==> src/rtl/flags_unit.sv <==
// -----------------------------------------------------------------------------
// flags_unit
//
// Producer of the architectural condition flags {Z, C, N, V}. The flags are
// updated from ALU results, written directly by the CPU, or saved/restored
// through a small LIFO used on exception/interrupt entry and exit.
//
// Output bit order matches the branch-condition checker:
//   flags[3]=Z, flags[2]=C, flags[1]=N, flags[0]=V
//
// Ports:
//   clk            system clock, all state changes on the rising edge
//   rst_n          asynchronous active-low reset
//   alu_result     ALU result of the current instruction
//   alu_carry      adder carry-out
//   alu_overflow   adder signed overflow
//   shifter_carry  barrel-shifter carry-out (used for logical ops)
//   op_logic       logical op: C from shifter_carry, V preserved
//   set_flags      update flags from the ALU this cycle
//   flags_wr       direct write of flags_wdata
//   flags_wdata    {Z,C,N,V} for a direct write
//   push           save current flags onto the stack
//   pop            restore flags from the top of the stack
//   err_clr        clear stack_err
//   flags          registered flags {Z,C,N,V}
//   flags_updated  one-cycle pulse: flags changed value on the previous edge
//   stack_count    number of occupied stack entries
//   stack_full     stack_count == DEPTH
//   stack_empty    stack_count == 0
//   stack_err      sticky overflow/underflow/push-pop conflict error
//
// Control strobes: push, pop, set_flags, flags_wr and err_clr are single-cycle
// request strobes with no handshake; each one is acted on (or rejected and
// reported through stack_err) on the rising edge where it is sampled high.
// -----------------------------------------------------------------------------
module flags_unit #(
    parameter int WIDTH = 32,
    parameter int DEPTH = 4,
    localparam int CW   = $clog2(DEPTH + 1)
) (
    input  logic             clk,
    input  logic             rst_n,
    input  logic [WIDTH-1:0] alu_result,
    input  logic             alu_carry,
    input  logic             alu_overflow,
    input  logic             shifter_carry,
    input  logic             op_logic,
    input  logic             set_flags,
    input  logic             flags_wr,
    input  logic [3:0]       flags_wdata,
    input  logic             push,
    input  logic             pop,
    input  logic             err_clr,
    output logic [3:0]       flags,
    output logic             flags_updated,
    output logic [CW-1:0]    stack_count,
    output logic             stack_full,
    output logic             stack_empty,
    output logic             stack_err
);

    // -------------------------------------------------------------------------
    // State
    // -------------------------------------------------------------------------
    logic [3:0]    flags_q,   flags_d;
    logic          updated_q, updated_d;
    logic [CW-1:0] count_q,   count_d;
    logic          err_q,     err_d;
    logic [3:0]    stack_q [DEPTH];
    logic [3:0]    stack_d [DEPTH];

    // -------------------------------------------------------------------------
    // Stack status and request qualification
    // -------------------------------------------------------------------------
    logic       full;
    logic       empty;
    logic       push_ok;
    logic       pop_ok;
    logic       err_evt;
    logic [3:0] top_entry;
    logic [3:0] alu_flags;
    logic       alu_z;
    logic       alu_c;
    logic       alu_n;
    logic       alu_v;

    assign full  = (count_q == CW'(DEPTH));
    assign empty = (count_q == '0);

    // A simultaneous push and pop is treated as a conflict: neither is
    // performed, so the stack contents and count stay untouched.
    assign push_ok = push & ~pop & ~full;
    assign pop_ok  = pop & ~push & ~empty;
    assign err_evt = (push & pop) | (push & full) | (pop & empty);

    // Top-of-stack read, selected by comparing against the count so that the
    // index never needs a width-adjusting subtraction.
    always_comb begin
        top_entry = '0;
        for (int i = 0; i < DEPTH; i++) begin
            if (count_q == CW'(i + 1)) begin
                top_entry = stack_q[i];
            end
        end
    end

    // -------------------------------------------------------------------------
    // ALU flag computation. For logical ops the adder outputs are meaningless,
    // so C comes from the shifter and V keeps its current value.
    // -------------------------------------------------------------------------
    assign alu_z     = (alu_result == '0);
    assign alu_n     = alu_result[WIDTH-1];
    assign alu_c     = op_logic ? shifter_carry : alu_carry;
    assign alu_v     = op_logic ? flags_q[0]    : alu_overflow;
    assign alu_flags = {alu_z, alu_c, alu_n, alu_v};

    // -------------------------------------------------------------------------
    // Next-state logic
    // -------------------------------------------------------------------------
    always_comb begin
        // Flag source priority: valid pop > direct write > ALU update.
        // A rejected pop falls through to the lower-priority sources.
        flags_d = flags_q;
        if (pop_ok) begin
            flags_d = top_entry;
        end else if (flags_wr) begin
            flags_d = flags_wdata;
        end else if (set_flags) begin
            flags_d = alu_flags;
        end

        updated_d = (flags_d != flags_q);

        count_d = count_q;
        if (push_ok) begin
            count_d = count_q + CW'(1);
        end else if (pop_ok) begin
            count_d = count_q - CW'(1);
        end

        // Push saves the value held before this edge, even if a write or ALU
        // update loads a new value on the same edge.
        for (int i = 0; i < DEPTH; i++) begin
            stack_d[i] = stack_q[i];
            if (push_ok && (count_q == CW'(i))) begin
                stack_d[i] = flags_q;
            end
        end

        // An error on the same edge as err_clr wins, so no event is lost.
        err_d = err_q;
        if (err_evt) begin
            err_d = 1'b1;
        end else if (err_clr) begin
            err_d = 1'b0;
        end
    end

    // -------------------------------------------------------------------------
    // Registers
    // -------------------------------------------------------------------------
    always_ff @(posedge clk or negedge rst_n) begin
        if (!rst_n) begin
            flags_q   <= '0;
            updated_q <= 1'b0;
            count_q   <= '0;
            err_q     <= 1'b0;
            for (int i = 0; i < DEPTH; i++) begin
                stack_q[i] <= '0;
            end
        end else begin
            flags_q   <= flags_d;
            updated_q <= updated_d;
            count_q   <= count_d;
            err_q     <= err_d;
            for (int i = 0; i < DEPTH; i++) begin
                stack_q[i] <= stack_d[i];
            end
        end
    end

    // -------------------------------------------------------------------------
    // Outputs
    // -------------------------------------------------------------------------
    assign flags         = flags_q;
    assign flags_updated = updated_q;
    assign stack_count   = count_q;
    assign stack_full    = full;
    assign stack_empty   = empty;
    assign stack_err     = err_q;

endmodule

==> config.mk <==
export PLATFORM = sky130hd
export DESIGN_NAME = flags_unit
export DESIGN_NICKNAME = d
export VERILOG_FILES = /design/src/rtl/flags_unit.sv
export SDC_FILE = /design/constraint.sdc
export NUM_CORES = 1
export LEC_CHECK = 0
export CELL_PAD_IN_SITES_DETAIL_PLACEMENT = 1
export CELL_PAD_IN_SITES_GLOBAL_PLACEMENT = 2
export CORE_ASPECT_RATIO = 0.75
export CORE_UTILIZATION = 30
export DETAILED_ROUTE_END_ITERATION = 8
export PLACE_DENSITY_LB_ADDON = 0.1
export SLEW_MARGIN = 20
export SYNTH_ARGS = -nofsm -noshare
export SYNTH_HDL_FRONTEND = slang
export SYNTH_SLANG_ARGS = --single-unit
==> constraint.sdc <==
create_clock -name clk -period 4.28 [get_ports clk]
set_clock_uncertainty 0.15 [all_clocks]
set_input_delay 0.856 -clock clk [delete_from_list [all_inputs] [get_ports clk]]
set_output_delay 0.856 -clock clk [all_outputs]
set_load 0.02 [all_outputs]
==> summary.txt, run 1 <==
Run status = finished, final reports clean
Hold Vio Cnt, Final = 0
I/O pin count = 58
Min-delay worst type = flop to flop
Total power = 1.24 mW
Mux contribution to synthesized area = 11.0%
Commonest cells in the netlist = 25 x dfrtp_1, 16 x mux2_2, 13 x nand2_1
Dpl cells = 287
CTS Sinks = 25
Ys async rst share = 100%
Register clock-pin slew on the reported worst setup and hold paths = 0.10 ns
EDFF count, synth = 0
Main combinational cell family by area after synthesis = compound AO/OA/AOI/OAI gates
Final min period = 3.35 ns
Initial antenna violation count = 0
First-pass GRT wire length = 8260 um
Worst EP required = 3.27 ns
Distinct cells, synth = 58
Starting Density = 31.7%
CP endpoint kind = output pin
Yosys warning count = 0
Yosys top cell by area = dfrtp_1
Arrival time worst endpoint = 2.34 ns
DR WL/cell = 17.9 um
Total Wirelength = 5220 um
Vias = 1518
# diodes = 0
Cell Rows = 23
Clock latency on the worst-skew pair = 0.27 ns
Overflow left after global routing = 0
Max Cap Viol = 0
Seq/Total Area, Yosys = 36.3%
PostCTS Resize Cnt = 0
Slew margin rel. = 56.0%
Fmax = 0.299 GHz
Yosys reg bits = 25
Placer Congestion = 0.783
Pwr dens = 527 nW/um^2
Routed Antenna Nets = 0
DR iter-0 viols = 56
Worst-Margin Slew = 0.661 ns
Primary FF master, synth = dfrtp_1
DP HPWL = 4090 um
Layout Area Growth over Synthesis = 36.4%
Core area = 5440 um^2
Setup CP Type = flop to output pin
Vias in the first global route = 1589
Pleak = 0.947 nW
Syn avg cell area = 10.6 um^2
DIE WIDTH = 89.6 um
Post-synth top area share = 36.3%
Final setup viols = 0
Post-synthesis adder-cell area fraction = 4.35%
Largest net degree at the start of global routing = 26
Simple-Gate Fraction of Synth Area = 19.4%
CTS tree = yes
VDD IR max = 0.213 mV
Fin cells = 291
Critical path peak fanout = 15
CTS root buf = clkbuf_8
Compound-gate portion of the synthesized area = 20.4%
RSZ-0062 raised after global routing = no
PortBufs = 57
Num CTS Buffers = 3
Pre-CTS setup slack = 1.20 ns
Worst-case clock buffer depth = 2
DRC = 0
Synthesized instance count = 163
Synthesized Nets = 216
Slew Limit Fails = 0
Total GRT Usage = 18.5%
Synth Area in XOR/XNOR = 1.02%
Final WS setup = 0.932 ns
Mapped cell area = 1730 um^2
Final Net Count = 270
Critical Path Source Type = flop
Cell with the most instances after synthesis = dfrtp_1
Cts hold-fix bufs = 0
First drt pass iteration count = 4
Htree depth = 1
Via density = 5.22
Height of the chip = 67.7 um
Share of post-route cells with drive strength above 1 = 15.7%
Ranking of synthesized cells by area = dfrtp_1 36%, mux2_2 10%, ha_1 4.4%, clkbuf_8 3.2%, nand2_1 2.8%
Setup total negative slack = 0 ns
Hold Slack = 0.346 ns
Period Utilization, post-route = 78.2%
Setup Buffers After CTS = 0
Die area = 6060 um^2
[power breakdown]
part / switching, mW / total, mW / leakage, nW / internal (mW)
combinational: 0.336 / 0.663 / 0.616 / 0.327
sequential: 0.0969 / 0.431 / 0.308 / 0.334
clock: 0.0798 / 0.147 / 0.0228 / 0.0667
total: 0.513 / 1.24 / 0.947 / 0.727
[placed cells by master, fill, tap and decap left out, types with 2 or more instances in the layout]
cell type         n
clkdlybuf4s50_1  57
o22ai_1           3
a21oi_1           5
nand2_1          13
xnor2_1           2
nor4_1            7
o21ai_0           4
ha_1              6
a21bo_2           2
a22o_1            2
nand2b_1          4
o32a_1            2
a221oi_1          3
inv_1             9
a21o_1            2
mux2_2           16
dfrtp_1          25
clkbuf_8          3
and3_1            3
o221ai_1          2
nor2_1            2
nand4_1           3
nor2b_1           4
nand3_1           2
buf_4             2
[flip-flops by register name, summed over array words and instances, names as in the netlist]
name / cells
stack_count: 3
flags: 4
stack_q: 16
flags_updated: 1
stack_err: 1
[metrics by stage]
step | util [%] | cell area [um^2]
after global routing | 43.3 | 2350
after global placement | 42.4 | 2310
final | 43.3 | 2350
after floorplan | - | 1730
after detailed placement | 42.4 | 2310
after CTS | 43.3 | 2350
[cell families after synthesis]
group | count (synthesis)
adder cells (fa/ha/maj) | 6
buffers and inverters | 19
multiplexers | 17
AO/OA/AOI/OAI | 42
XOR/XNOR | 2
AND/OR/NAND/NOR | 52
flip-flops | 25
[worst paths after layout]
kind	endpoint	from	cells after the start	slack [ns]
max reg2reg	flags_updated$_DFF_PN0_	stack_count[2]$_DFFE_PN0P_	7	1.55
max in group asynchronous	stack_q[4]$_DFFE_PN0P_	rst_n	2	2.92
min reg2reg	stack_q[0]$_DFFE_PN0P_	stack_q[0]$_DFFE_PN0P_	2	0.35
min in group asynchronous	flags[0]$_DFF_PN0_	rst_n	2	0.79
min	stack_q[0]$_DFFE_PN0P_	stack_q[0]$_DFFE_PN0P_	2	0.35
max	stack_empty	stack_count[1]$_DFFE_PN0P_	4	0.93
[routing by layer]
metal | GRT usage [%] | part of all wire, % | vias to the layer above
met2 | 30.9 | 47 | 22
met4 | 2.18 | 0.25 | 0
li1 | - | - | 724
met1 | 25.6 | 51 | 770
met3 | 3.55 | 2.0 | 2
met5 | 0 | 0 | -
[worst max-delay path: stages (launching register included)]
cell             delay (ns)
dfrtp_1                0.46
inv_1                  0.16
ha_1                   0.51
nor2b_4                0.31
clkdlybuf4s50_1        0.63
[cell type report]
class	instances	area, um^2
Timing Repair Buffer	59	586
Inverter	9	33.8
Sequential cell	25	626
Clock buffer	4	45.0
Tap cell	75	93.8
Multi-Input combinational cell	119	970
Fill cell	610	3090
(Power assumes the default switching activity.)
==> run 2, diff against run 1 <==
--- a/config.mk
+++ b/config.mk
@@ -8,7 +8,7 @@
 export CELL_PAD_IN_SITES_DETAIL_PLACEMENT = 1
 export CELL_PAD_IN_SITES_GLOBAL_PLACEMENT = 2
 export CORE_ASPECT_RATIO = 0.75
-export CORE_UTILIZATION = 30
+export CORE_UTILIZATION = 25
 export DETAILED_ROUTE_END_ITERATION = 8
 export PLACE_DENSITY_LB_ADDON = 0.1
 export SLEW_MARGIN = 20
==> constraint.sdc (replaced) <==
create_clock -name clk -period 2.9 [get_ports clk]
set_clock_uncertainty 0.15 [all_clocks]
set_input_delay 0.58 -clock clk [delete_from_list [all_inputs] [get_ports clk]]
set_output_delay 0.58 -clock clk [all_outputs]
set_load 0.02 [all_outputs]
==> run 2 against run 1 <==
The flow now finishes with violations (DRC); worst hold slack worse by 0.0013 ns; count of clock-buffer cells in the layout down 1; wire length up 2.4%; cell area up 3.2%; sequential share of layout area down 0.83 points; clock power up 46%; critical path depth up 1; cell count up 4.5%; die area up 19%; flip-flop and latch count unchanged; critical endpoint is now stack_full.
==> summary.txt, run 2 (same netlist as run 1, synthesis figures left out) <==
Run status = finished with violations (was finished, final reports clean)
Failing checks = DRC
Critical R2R Capture = flags_updated$_DFF_PN0_ (unchanged)
Clock latency on the worst-skew pair = 0.27 ns (about the same)
R2R depth = 7 (unchanged)
I/O pin count = 58 (unchanged)
Commonest cells after routing, fill and taps aside = 56 x clkdlybuf4s50_1, 25 x dfrtp_1, 16 x mux2_2, 13 x nand2_1 (was 57 x clkdlybuf4s50_1, 25 x dfrtp_1, 16 x mux2_2, 13 x nand2_1, 9 x inv_1)
Hold path endpoint = stack_q[3]$_DFFE_PN0P_ (was stack_q[0]$_DFFE_PN0P_)
Switch share = 40.6% (was 41.4%)
GR Layer Usage met3 = 3.01% (was 3.55%)
Routed Antenna Nets = 0 (unchanged)
Max reg flops = 16 (unchanged)
Setup total negative slack = 0 ns (unchanged)
Vias = 1491 (was 1518)
First-pass GRT wire length = 8820 um (was 8260 um)
Dpl cells = 300 (was 287)
Share of post-route cells with drive strength above 1 = 19.3% (was 15.7%)
VDD IR max = 0.306 mV (was 0.213 mV)
First drt pass iteration count = 6 (was 4)
CP bufs+invs = 3 (was 2)
Height of the chip = 73.9 um (was 67.7 um)
Critical path peak fanout = 9 (was 15)
Worst-Margin Slew = 0.475 ns (was 0.661 ns)
Setup Buffers After CTS = 0 (unchanged)
Arrival time worst endpoint = 1.98 ns (was 2.34 ns)
Worst EP required = 2.17 ns (was 3.27 ns)
CTS Sinks = 25 (unchanged)
Most Used Layer, Global Route = met2 (unchanged)
Crit-path slowest cell = clkdlybuf4s50_1 (unchanged)
Worst-case clock buffer depth = 2 (unchanged)
Min-delay worst type = flop to flop (unchanged)
Period Utilization, post-route = 93.5%
Max Cap Viol = 0 (unchanged)
CTS root buf = clkbuf_8 (unchanged)
Vias in the first global route = 1613 (was 1589)
Internal Pwr Total = 1.12 mW (was 727 uW)
Hold Path Stages = 2 (unchanged)
CTS tree = yes (unchanged)
R2R Path Start = stack_count[0]$_DFFE_PN0P_ (was stack_count[2]$_DFFE_PN0P_)
DR iter-0 viols = 41 (was 56)
Overflow left after global routing = 0 (unchanged)
Core area = 6470 um^2 (was 5440 um^2)
Crit-path cells = inv_1, ha_4, nand2_1, inv_1, clkdlybuf4s50_1 (was inv_1, ha_1, nor2b_4, clkdlybuf4s50_1)
Placer Congestion = 0.802 (was 0.783)
Htree depth = 1 (unchanged)
DRC = 1 (was 0)
# diodes = 0 (unchanged)
Most flops, register = stack_q (unchanged)
DP HPWL = 4280 um (was 4090 um)
Initial antenna violation count = 0 (unchanged)
Fin cells = 304 (was 291)
FF-to-FF setup slack = 0.30 ns (was 1.55 ns)
Layout Area Growth over Synthesis = 40.8% (was 36.4%)
Die area = 7240 um^2 (was 6060 um^2)
Grt met2 use = 26.1% (was 30.9%)
PortBufs = 57 (unchanged)
CP endpoint kind = output pin (unchanged)
Pwr dens = 779 nW/um^2 (was 527 nW/um^2)
Setup CP Type = flop to output pin (unchanged)
Switching power = 768 uW (was 513 uW)
DIE WIDTH = 97.9 um (was 89.6 um)
Via density = 4.90 (was 5.22)
CP top delay family = buffers and inverters (unchanged)
Logic pwr share = 56.1% (was 53.4%)
Cell Rows = 25 (was 23)
Slew margin rel. = 68.3% (was 56.0%)
Largest net degree at the start of global routing = 26 (unchanged)
Hold_sp = stack_q[3]$_DFFE_PN0P_ (was stack_q[0]$_DFFE_PN0P_)
Met1 Use GR = 22.3% (was 25.6%)
Final min period = 2.71 ns
Seq pwr share = 32.6% (was 34.7%)
Slowest stage delay, CP = 0.60 ns (was 0.63 ns)
Total power = 1.89 mW (was 1.24 mW)
DR WL/cell = 17.6 um (was 17.9 um)
Final Net Count = 277 (was 270)
Slew Limit Fails = 0 (unchanged)
RSZ-0062 raised after global routing = no (unchanged)
Num CTS Buffers = 3 (unchanged)
Starting Density = 26.6% (was 31.7%)
Register clock-pin slew on the reported worst setup and hold paths = 0.10 ns (about the same)
Clk pwr share = 11.3% (was 11.8%)
Fmax = 0.369 GHz
Hold Vio Cnt, Final = 0 (unchanged)
Most common cell after layout, fill and taps aside = clkdlybuf4s50_1 (unchanged)
CP most frequent cell = inv_1
Pleak = 1.00 nW (was 0.947 nW)
Critical Path Source Type = flop (unchanged)
Total Wirelength = 5350 um (was 5220 um)
Total GRT Usage = 15.7% (was 18.5%)
Final setup viols = 0 (unchanged)
run 2: changes by cell type in the layout (fill, tap and decap cells not counted), sizes merged:
| cell | delta |
|---|---|
| buf | +7 |
| dlymetal6s2s | +1 |
| clkinv | +1 |
| clkbuf | -1 |
| clkdlybuf4s50 | -1 |
run 2: repair_timing:
item | 4_1_cts | 5_1_grt
hold buffers | 0 | 0
resized for setup | 1 | 2
cloned | 0 | 0
endpoints found under the setup margin | 1 | 2
run 2: power groups by stage:
stage          Combinational (mW)  Clock [mW]  Sequential, mW
6_report                     1.06       0.214           0.617
4_1_cts                      1.05       0.225           0.619
5_1_grt                      1.17       0.241           0.642
2_1_floorplan               0.644           0           0.638
3_5_place_dp                 1.04           0           0.627
3_3_place_gp                 1.01           0           0.615
run 2: layer usage:
layer,vias up,wire length (um)
met1,734,2720
met3,2,135
li1,737,-
met4,0,9
met5,-,0
met2,18,2490
run 2: how the worst max path moves through the flow:
stage,start,to,slack (ns),depth (start not counted)
6_report,stack_count[1]$_DFFE_PN0P_,stack_full,0.19,5
5_1_grt,stack_count[1]$_DFFE_PN0P_,stack_full,0.06,5
4_1_cts,stack_count[1]$_DFFE_PN0P_,stack_empty,0.08,4
3_5_place_dp,set_flags,flags_updated$_DFF_PN0_,0.19,6
3_3_place_gp,set_flags,flags_updated$_DFF_PN0_,0.26,6
2_1_floorplan,stack_count[0]$_DFFE_PN0P_,flags_updated$_DFF_PN0_,0.53,8
run 2: per-stage QoR:
stage	util [%]	hold WS [ns]	area (um^2)	setup slack, ns
finish	37.5	0.345	2430	0.189
global placement	36.6	0.321	2370	0.256
global route	37.5	0.384	2430	0.0571
floorplan	-	0.134	1730	0.533
CTS	37.3	0.352	2420	0.0800
detailed placement	36.6	0.330	2370	0.188
run 2: area by class of cell:
cell class,instances,area [um^2]
inverter,9,33.8
timing repair buffer,66,641
clock buffer,3,41.3
tap,81,101
fill,747,4050
sequential,25,626
multi-input combinational,119,982
clock inverter,1,5.00
run 2: worst reg2reg max path, stage by stage (launching register included):
cell	delay, ns
dfrtp_1	0.48
ha_1	0.19
ha_1	0.42
nor3b_2	0.11
a221o_1	0.44
a311o_1	0.39
a22oi_2	0.16
nand4_1	0.13
